$ cat config.mk
export PLATFORM = sky130hd
export DESIGN_NAME = wino_tile_sched
export DESIGN_NICKNAME = d
export VERILOG_FILES = /design/src/rtl/wino_tile_sched.sv
export SDC_FILE = /design/constraint.sdc
export NUM_CORES = 1
export LEC_CHECK = 0
export CAP_MARGIN = 20
export CORE_MARGIN = 10
export CORE_UTILIZATION = 26
export DETAILED_ROUTE_END_ITERATION = 8
export GPL_ROUTABILITY_DRIVEN = 0
export SYNTH_ARGS = -nofsm -noshare
export SYNTH_HDL_FRONTEND = slang
export SYNTH_SLANG_ARGS = --single-unit
$ cat constraint.sdc
create_clock -name clk -period 9 [get_ports clk]
set_input_delay 1.8 -clock clk [delete_from_list [all_inputs] [get_ports clk]]
set_output_delay 1.8 -clock clk [all_outputs]
set_load 0.05 [all_outputs]
$ cat src/rtl/wino_tile_sched.sv
// Row scheduler for the F(6,3) Winograd core: cuts a sample stream into overlapping 8-sample tiles,
// tracks core latency, and buffers results under credit. Optional stats ports: WINO_SCHED_STATS_EN.
module wino_tile_sched #(
  parameter int DW          = 10,
  parameter int ZW          = 10,
  parameter int LAT         = 6,
  parameter int ROW_LEN     = 38,
  parameter int OFIFO_DEPTH = 4
) (
  input  logic            clk,
  input  logic            rst,
  input  logic            start,
  input  logic            s_valid,
  input  logic [DW-1:0]   s_data,
  output logic            s_ready,
  output logic [8*DW-1:0] wc_d,
  input  logic [6*ZW-1:0] wc_z,
  output logic            m_valid,
  output logic [6*ZW-1:0] m_data,
  input  logic            m_ready,
  output logic            m_last,
  output logic            busy,
  output logic            done
`ifdef WINO_SCHED_STATS_EN
  ,
  output logic [15:0]     stall_cnt,
  output logic [15:0]     tile_total
`endif
);

  localparam int TILES = (ROW_LEN - 2) / 6;
  localparam int TW    = (TILES > 1) ? $clog2(TILES) : 1;
  localparam int PW    = $clog2(OFIFO_DEPTH);
  localparam int FCW   = $clog2(OFIFO_DEPTH + 1);
  localparam int CW    = $clog2(OFIFO_DEPTH + LAT + 2) + 1;

  typedef enum logic [2:0] {IDLE, FILL, ISSUE, STEP, DRAIN} state_t;

  state_t          state;
  logic [DW-1:0]   w [8];
  logic [2:0]      sidx;
  logic [TW-1:0]   tile_cnt;
  logic            pres, pres_last;
  logic [LAT-1:0]  sr, lsr;
  logic [6*ZW-1:0] mem [OFIFO_DEPTH];
  logic            lmem [OFIFO_DEPTH];
  logic [PW-1:0]   rd, wr;
  logic [FCW-1:0]  fcount;
  logic [CW-1:0]   inflight;
  logic            credit, last_tile, push, pop;

  // wc_d is registered, so the tile is on the core's input one cycle after the issue decision;
  // pres covers that cycle so sr[LAT-1] lines up with the matching Z.
  always_comb begin
    inflight = CW'(pres);
    for (int unsigned i = 0; i < LAT; i++) inflight = inflight + CW'(sr[i]);
  end

  assign credit    = (CW'(fcount) + inflight) < CW'(OFIFO_DEPTH);
  assign last_tile = (tile_cnt == TW'(TILES - 1));
  assign push      = sr[LAT-1];
  assign pop       = m_valid && m_ready;
  assign m_valid   = (fcount != '0);
  assign m_data    = mem[rd];
  assign m_last    = lmem[rd];

  always_ff @(posedge clk) begin
    if (rst) begin
      state     <= IDLE;
      s_ready   <= 1'b0;
      busy      <= 1'b0;
      done      <= 1'b0;
      wc_d      <= '0;
      sidx      <= '0;
      tile_cnt  <= '0;
      pres      <= 1'b0;
      pres_last <= 1'b0;
      sr        <= '0;
      lsr       <= '0;
    end else begin
      done <= 1'b0;
      pres <= 1'b0;
      sr   <= {sr[LAT-2:0], pres};
      lsr  <= {lsr[LAT-2:0], pres_last};
      case (state)
        IDLE: if (start) begin
          state   <= FILL;
          busy    <= 1'b1;
          s_ready <= 1'b1;
          sidx    <= '0;
        end
        FILL, STEP: if (s_valid && s_ready) begin
          w[sidx] <= s_data;
          if (sidx == 3'd7) begin
            s_ready <= 1'b0;
            sidx    <= '0;
            state   <= ISSUE;
          end else begin
            sidx <= sidx + 1'b1;
          end
        end
        ISSUE: if (credit) begin
          wc_d      <= {w[0], w[1], w[2], w[3], w[4], w[5], w[6], w[7]};
          pres      <= 1'b1;
          pres_last <= last_tile;
          if (last_tile) begin
            tile_cnt <= '0;
            state    <= DRAIN;
          end else begin
            tile_cnt <= tile_cnt + 1'b1;
            w[0]     <= w[6];
            w[1]     <= w[7];
            sidx     <= 3'd2;
            s_ready  <= 1'b1;
            state    <= STEP;
          end
        end
        DRAIN: if (inflight == '0 && fcount == '0) begin
          done  <= 1'b1;
          busy  <= 1'b0;
          state <= IDLE;
        end
        default: state <= IDLE;
      endcase
    end
  end

  always_ff @(posedge clk) begin
    if (push) begin
      mem[wr]  <= wc_z;
      lmem[wr] <= lsr[LAT-1];
    end
  end

  always_ff @(posedge clk) begin
    if (rst) begin
      rd     <= '0;
      wr     <= '0;
      fcount <= '0;
    end else begin
      if (push) wr <= (wr == PW'(OFIFO_DEPTH - 1)) ? '0 : wr + 1'b1;
      if (pop)  rd <= (rd == PW'(OFIFO_DEPTH - 1)) ? '0 : rd + 1'b1;
      case ({push, pop})
        2'b10:   fcount <= fcount + 1'b1;
        2'b01:   fcount <= fcount - 1'b1;
        default: fcount <= fcount;
      endcase
    end
  end

`ifdef WINO_SCHED_STATS_EN
  always_ff @(posedge clk) begin
    if (rst) begin
      stall_cnt  <= '0;
      tile_total <= '0;
    end else if (state == ISSUE) begin
      if (!credit && stall_cnt != '1) stall_cnt <= stall_cnt + 1'b1;
      if (credit && tile_total != '1) tile_total <= tile_total + 1'b1;
    end
  end
`endif

endmodule
; ---- Word level (Yosys, flattened, before mapping)
; Memories as Yosys holds them, arrays and structs flattened. A register that Yosys moved wholly into a read port is not among the register bits.
; Cells that the tools add are included.
[classes]
n_mux = 45
eq_ne = 16
bitwise_logic = 2
n_reduce_logical = 19
addsub = 13
magnitude_cmp = 1
[ops]
columns = cell, n
row1 = 3-bit 2-to-1 mux, 13
row2 = 1-bit 2-to-1 mux, 20
row3 = 2-bit 2-to-1 mux, 6
row4 = "2-bit != test, second input constant", 6
row5 = 3-bit case mux with 4 select lines, 1
row6 = 5-bit by 1-bit adder with 5-bit output, 2
row7 = 10-bit 2-to-1 mux, 1
row8 = 5-bit AND reduction, 2
row9 = 10-bit OR reduction, 1
row10 = "3-bit by 1-bit adder with 3-bit output, second input constant", 3
row11 = "3-bit == test, second input constant", 3
row12 = 3-bit case mux with 3 select lines, 1
row13 = "2-bit == test, second input constant", 3
row14 = "3-bit by 2-bit == test with 1-bit output, second input constant", 2
row15 = 3-bit zero test, 2
row16 = 3-bit case mux with 2 select lines, 1
row17 = 6-bit AND reduction, 1
row18 = 3-bit nonzero test, 2
row19 = 2-bit OR reduction, 3
row20 = 3-bit by 5-bit adder with 5-bit output, 1
row21 = 4-bit by 1-bit adder with 5-bit output, 1
row22 = 5-bit zero test, 1
row23 = "5-bit by 3-bit < comparator with 1-bit output, second input constant", 1
row24 = "2-bit by 1-bit adder with 2-bit output, second input constant", 2
row25 = 13 further kinds, 17
[totals]
register_bits = 113
mem_bits_rw = 324
input_bits = 75
word_cells = 113
memories = 3
[mem_list]
columns = memory, depth, width, rd, rd_ports_with_merged_regs, wr, line
row1 = mem, 4, 60, 1, 1, 1, 45  ; logic [6*ZW-1:0] mem [OFIFO_DEPTH];
row2 = w, 8, 10, 8, 6, 2, 40  ; logic [DW-1:0] w [8];
row3 = lmem, 4, 1, 1, 1, 1, 46  ; logic lmem [OFIFO_DEPTH];

; ---- Longest topological paths before layout
[logic_depth]
depth_word = 14
ltp_mapped = 13

; ---- Worst setup path after synthesis
; No wires, ideal clock.
[synth_timing]
kind = register -> register
start = register pres
end = memory w[1][0], enable pin
slack_ps = 4889
t_arrival_ps = 3717
path_stages_with_launch = 14
setup_time_ps = 393
path_cell_list = dfxtp_1 -> fa_1 -> inv_1 -> fa_1 -> fa_1 -> fa_1 -> inv_1 -> ha_1 -> nor3_1 -> nand3_2 -> or3_1 -> buf_2 -> buf_6 -> o31ai_1
[synth_rtl]
columns = item, line
row1 = from (decl), 43  ; logic pres, pres_last;
row2 = from (signal assigned), 76  ; pres <= 1'b0;
row3 = from (signal assigned), 82  ; pres <= 1'b0;
row4 = from (signal assigned), 104  ; pres <= 1'b1;
row5 = to (decl), 40

==> results list <==
- Run status: completed
- Root buffer selected by CTS: sky130_fd_sc_hd__clkbuf_16
* Die X-Extent: 267 um
- Number of placed cells counting well taps: 1918
* Switching fraction of total power: 25.1%
- WP data arrival: 3.33 ns
- Buffers inserted to repair hold after CTS numbered 0.
* Wire length of the first global-routing pass: 57300 um
- Synthesis inferred 439 register bits.
- Post-synth net total: 1049
- CTS tree: built
- Total wirelength of the detailed-routed design: 37800 um
- Power density over the cells: 232 mW/mm^2
- The synthesized design devotes to its leading area cell type 61.1% of total area.
- Synthesis produced 959 cells.
- Net Sw Power: 0.00120 W
- Using the TritonRoute via totals, the vias-per-cell ratio works out to 4.38.
- For hold timing, the worst endpoint is lsr[3]$_SDFF_PP0_.
- After routing the design area is 0.0206 sq mm.
- Post-synthesis sequential area ratio: 75.6%
- The floorplan step defined a core boundary enclosing 0.0605 sq mm.
- Synth area leaders: sky130_fd_sc_hd__edfxtp_1 (61%), sky130_fd_sc_hd__dfxtp_1 (14%), sky130_fd_sc_hd__mux4_2 (8.6%)
* Fin cells: 2010
- Number of top-level design ports: 220
* Crit-path max FO: 47
- Data required time at the worst endpoint: 7.20 ns
- The worst register-to-register path ends at w[0][2]$_DFFE_PP_.
* Diodes inserted: 0
- The number of global-route vias before repair was 9205.
- CTS built an H-tree with a depth of 2.
- Worst-case register-to-register setup slack: 4.70 ns
* Clock tree skew after final layout: 0.0278 ns
- Maximum number of buffers from clock root to sink: 3
- Fraction of registers with async set or reset after synthesis: 0%
- The synthesized netlist contains 43 unique library cells.
- Port Buffer Count: 219
- Setup Fix Bufs, Post-CTS: 0
* Startpoint class of the critical path: flop
- At the end of the flow, the number of nets in the layout was 1278.
* Cell area after synthesis: 0.0159 sq mm
- Of all cell types, the one taking the most synthesized area is sky130_fd_sc_hd__edfxtp_1.
- Part of the power in combinational logic: 10.7%
* Overflow after GRT: 0
* Final core utilization: 34.0%
* GRT Util Overall: 10.4%
- Type of the worst setup path: flop to output pin
- Compared with the post-synthesis result, the final layout area differs by 29.3%.
- Initial antenna violation count: 0
- Internal Power: 0.00358 W
- Max Slew Vio Count: 0
- Of the total power, registers draw 47.5%.
* Final-layout worst hold slack: 0.434 ns
- Depth of the worst register-to-register path: 12
- TritonCTS created 49 clock buffers.
- Number of flops mapped to enable cells by yosys: 324
- Post-detailed-placement cell area: 0.0189 sq mm
* Number of cells on the worst hold path: 1
- Final period utilization: 57.0%
* Hold_sp: lsr[2]$_SDFF_PP0_
* Clk Latency, worst-skew pair: 0.58 ns
- Detailed placement ended at an HPWL of 23900 um.
* Leakage Power: 6.55 nW
- Setup TNS: 0 ns
- The first TritonRoute pass finished after 5 iterations.
* Ratio of cells with drive above 1 in the final layout: 14.3%
- Minimum clock period after layout: 5.13 ns
- Worst hold path type: flop to flop
- Slew @ Worst Pin: 1.01 ns
- Worst reg2reg path startpoint: pres$_SDFF_PP0_
- Largest net degree at the start of global routing: 86
- Achievable Freq: 0.195 GHz
- Worst IR drop on VDD: 0.000157 V
- Commonest register cell after synthesis: sky130_fd_sc_hd__edfxtp_1
* Detailed-route via count: 8801
- The worst setup path is captured at an output pin.
- Hold Vio Cnt, Final: 0
- Share of total power in the clock network: 41.8%
* Die outline height: 267 um
- Max-slew headroom: 32.7%
- Filler Cells Inserted: 5687
* Post-route DRC: 0
- For this design, the sink count on the clock tree is 439.
* Setup repair after global routing missed its margin: false
* Overall die area: 0.0715 sq mm
- Warnings from Yosys: 0
- Setup violations remaining at the end of the flow were counted as 0.
* Mean Syn Cell Area: 16.6 sq um
- Number of maximum-capacitance constraint violations: 0
* DR WL/cell: 18.8 um
- The first routing iteration left 585 violations.
- Remaining antenna violation count: 0
* Effective utilization at floorplan: 26.3%
* Clock transition at the register clock pins on the worst setup and hold paths after CTS: 0.06 ns
- Number of rows created at floorplan: 90
- Resize count post-CTS: 0
-- synth_stat cells (4+ instances only) --
cell type,n
sky130_fd_sc_hd__buf_2,14
sky130_fd_sc_hd__inv_1,19
sky130_fd_sc_hd__clkbuf_1,33
sky130_fd_sc_hd__nor2_1,15
sky130_fd_sc_hd__and2_1,4
sky130_fd_sc_hd__nor2b_1,9
sky130_fd_sc_hd__dfxtp_1,115
sky130_fd_sc_hd__or3_1,6
sky130_fd_sc_hd__and3b_1,4
sky130_fd_sc_hd__o21ai_0,7
sky130_fd_sc_hd__nand2_1,172
sky130_fd_sc_hd__ha_1,10
sky130_fd_sc_hd__edfxtp_1,324
sky130_fd_sc_hd__mux4_2,61
sky130_fd_sc_hd__a21oi_1,94
sky130_fd_sc_hd__nor3_1,7
sky130_fd_sc_hd__fa_1,5
sky130_fd_sc_hd__mux2_4,18
-- cells in the final DEF, fill, tap and decap left out, types with 4 or more instances in the layout --
cell type	count
sky130_fd_sc_hd__fa_1	5
sky130_fd_sc_hd__nor2b_1	9
sky130_fd_sc_hd__nor3_1	7
sky130_fd_sc_hd__clkbuf_16	49
sky130_fd_sc_hd__mux4_2	61
sky130_fd_sc_hd__bufinv_16	5
sky130_fd_sc_hd__edfxtp_1	324
sky130_fd_sc_hd__inv_1	19
sky130_fd_sc_hd__or3_1	6
sky130_fd_sc_hd__nor2_1	15
sky130_fd_sc_hd__ha_1	10
sky130_fd_sc_hd__and3b_1	4
sky130_fd_sc_hd__dfxtp_1	113
sky130_fd_sc_hd__inv_6	4
sky130_fd_sc_hd__a21oi_1	94
sky130_fd_sc_hd__mux2_4	18
sky130_fd_sc_hd__and2_4	4
sky130_fd_sc_hd__nand2_1	172
sky130_fd_sc_hd__clkbuf_1	11
sky130_fd_sc_hd__o21ai_0	7
sky130_fd_sc_hd__clkdlybuf4s50_1	218
sky130_fd_sc_hd__buf_4	9
sky130_fd_sc_hd__clkinv_2	6
sky130_fd_sc_hd__clkinv_1	7
-- critical path: stages, from the launching register on --
cell and delay (ns):
sky130_fd_sc_hd__dfxtp_4 0.54, sky130_fd_sc_hd__buf_4 0.78, sky130_fd_sc_hd__mux4_2 0.62, sky130_fd_sc_hd__clkdlybuf4s50_1 0.73
-- worst max-delay path by stage --
| stage | from | to |
|---|---|---|
| floorplan | pres$_SDFF_PP0_ | w[1][0]$_DFFE_PP_ |
| global placement | flop | m_data[32] |
| detailed placement | flop | m_data[35] |
| CTS | flop | m_data[35] |
| global route | flop | m_data[22] |
| finish | flop | m_data[3] |
-- kinds of logic (layout without fill, tap and decap cells) --
logic type                 after synthesis  in the layout  share of synthesized area (%)
buffers and inverters                   69            338                           1.88
AOI/OAI and AO/OA                      113            113                           3.77
DFF                                    439            439                           75.6
adders and majority gates               15             15                           1.42
muxes                                   83             83                           10.6
and+or+nand+nor                        237            237                           6.55
xor gates and xnor gates                 3              3                          0.165
-- cell type report --
cell class / instances / area (sq um) / area share, %
clock inverter: 28 / 323 / 1.57
clock buffer: 63 / 1310 / 6.36
tap: 782 / 978 / 4.75
sequential: 439 / 12000 / 58.5
inverter: 19 / 71.3 / 0.347
timing repair buffer: 228 / 2260 / 11.0
multi-input combinational: 451 / 3600 / 17.5
-- power by group through the flow --
stage          Combinational (W)  Clock, W  Sequential (W)
2_1_floorplan           0.000180         0         0.00245
3_3_place_gp            0.000511         0         0.00232
3_5_place_dp            0.000516         0         0.00232
4_1_cts                 0.000519   0.00207         0.00227
5_1_grt                 0.000551   0.00215         0.00228
6_report                0.000511   0.00200         0.00227
-- sequential cells by signal (all words and copies together) (netlist names), 2 cells and up, named ones only --
signal	flops
sidx	3
w	80
fcount	3
lsr	6
lmem	4
sr	6
wr	2
tile_cnt	3
mem	240
wc_d	80
state	3
rd	2
-- routing by layer --
| layer | GRT usage (%) | vias to the layer above | share of wire, % |
|---|---|---|---|
| met5 | 0 | - | 0 |
| met4 | 2.58 | 0 | 1.7 |
| met3 | 3.92 | 45 | 8.9 |
| met2 | 16.3 | 290 | 46 |
| met1 | 13.3 | 4412 | 43 |
| li1 | - | 4054 | - |
-- through the flow --
step | worst slack (ns) | total power, W
6_report | 3.87 | 0.00478
3_3_place_gp | 4.37 | 0.00283
2_1_floorplan | 4.89 | 0.00263
3_5_place_dp | 4.36 | 0.00283
4_1_cts | 3.70 | 0.00486
5_1_grt | 3.59 | 0.00498
Power figures use the tool's default switching activity.
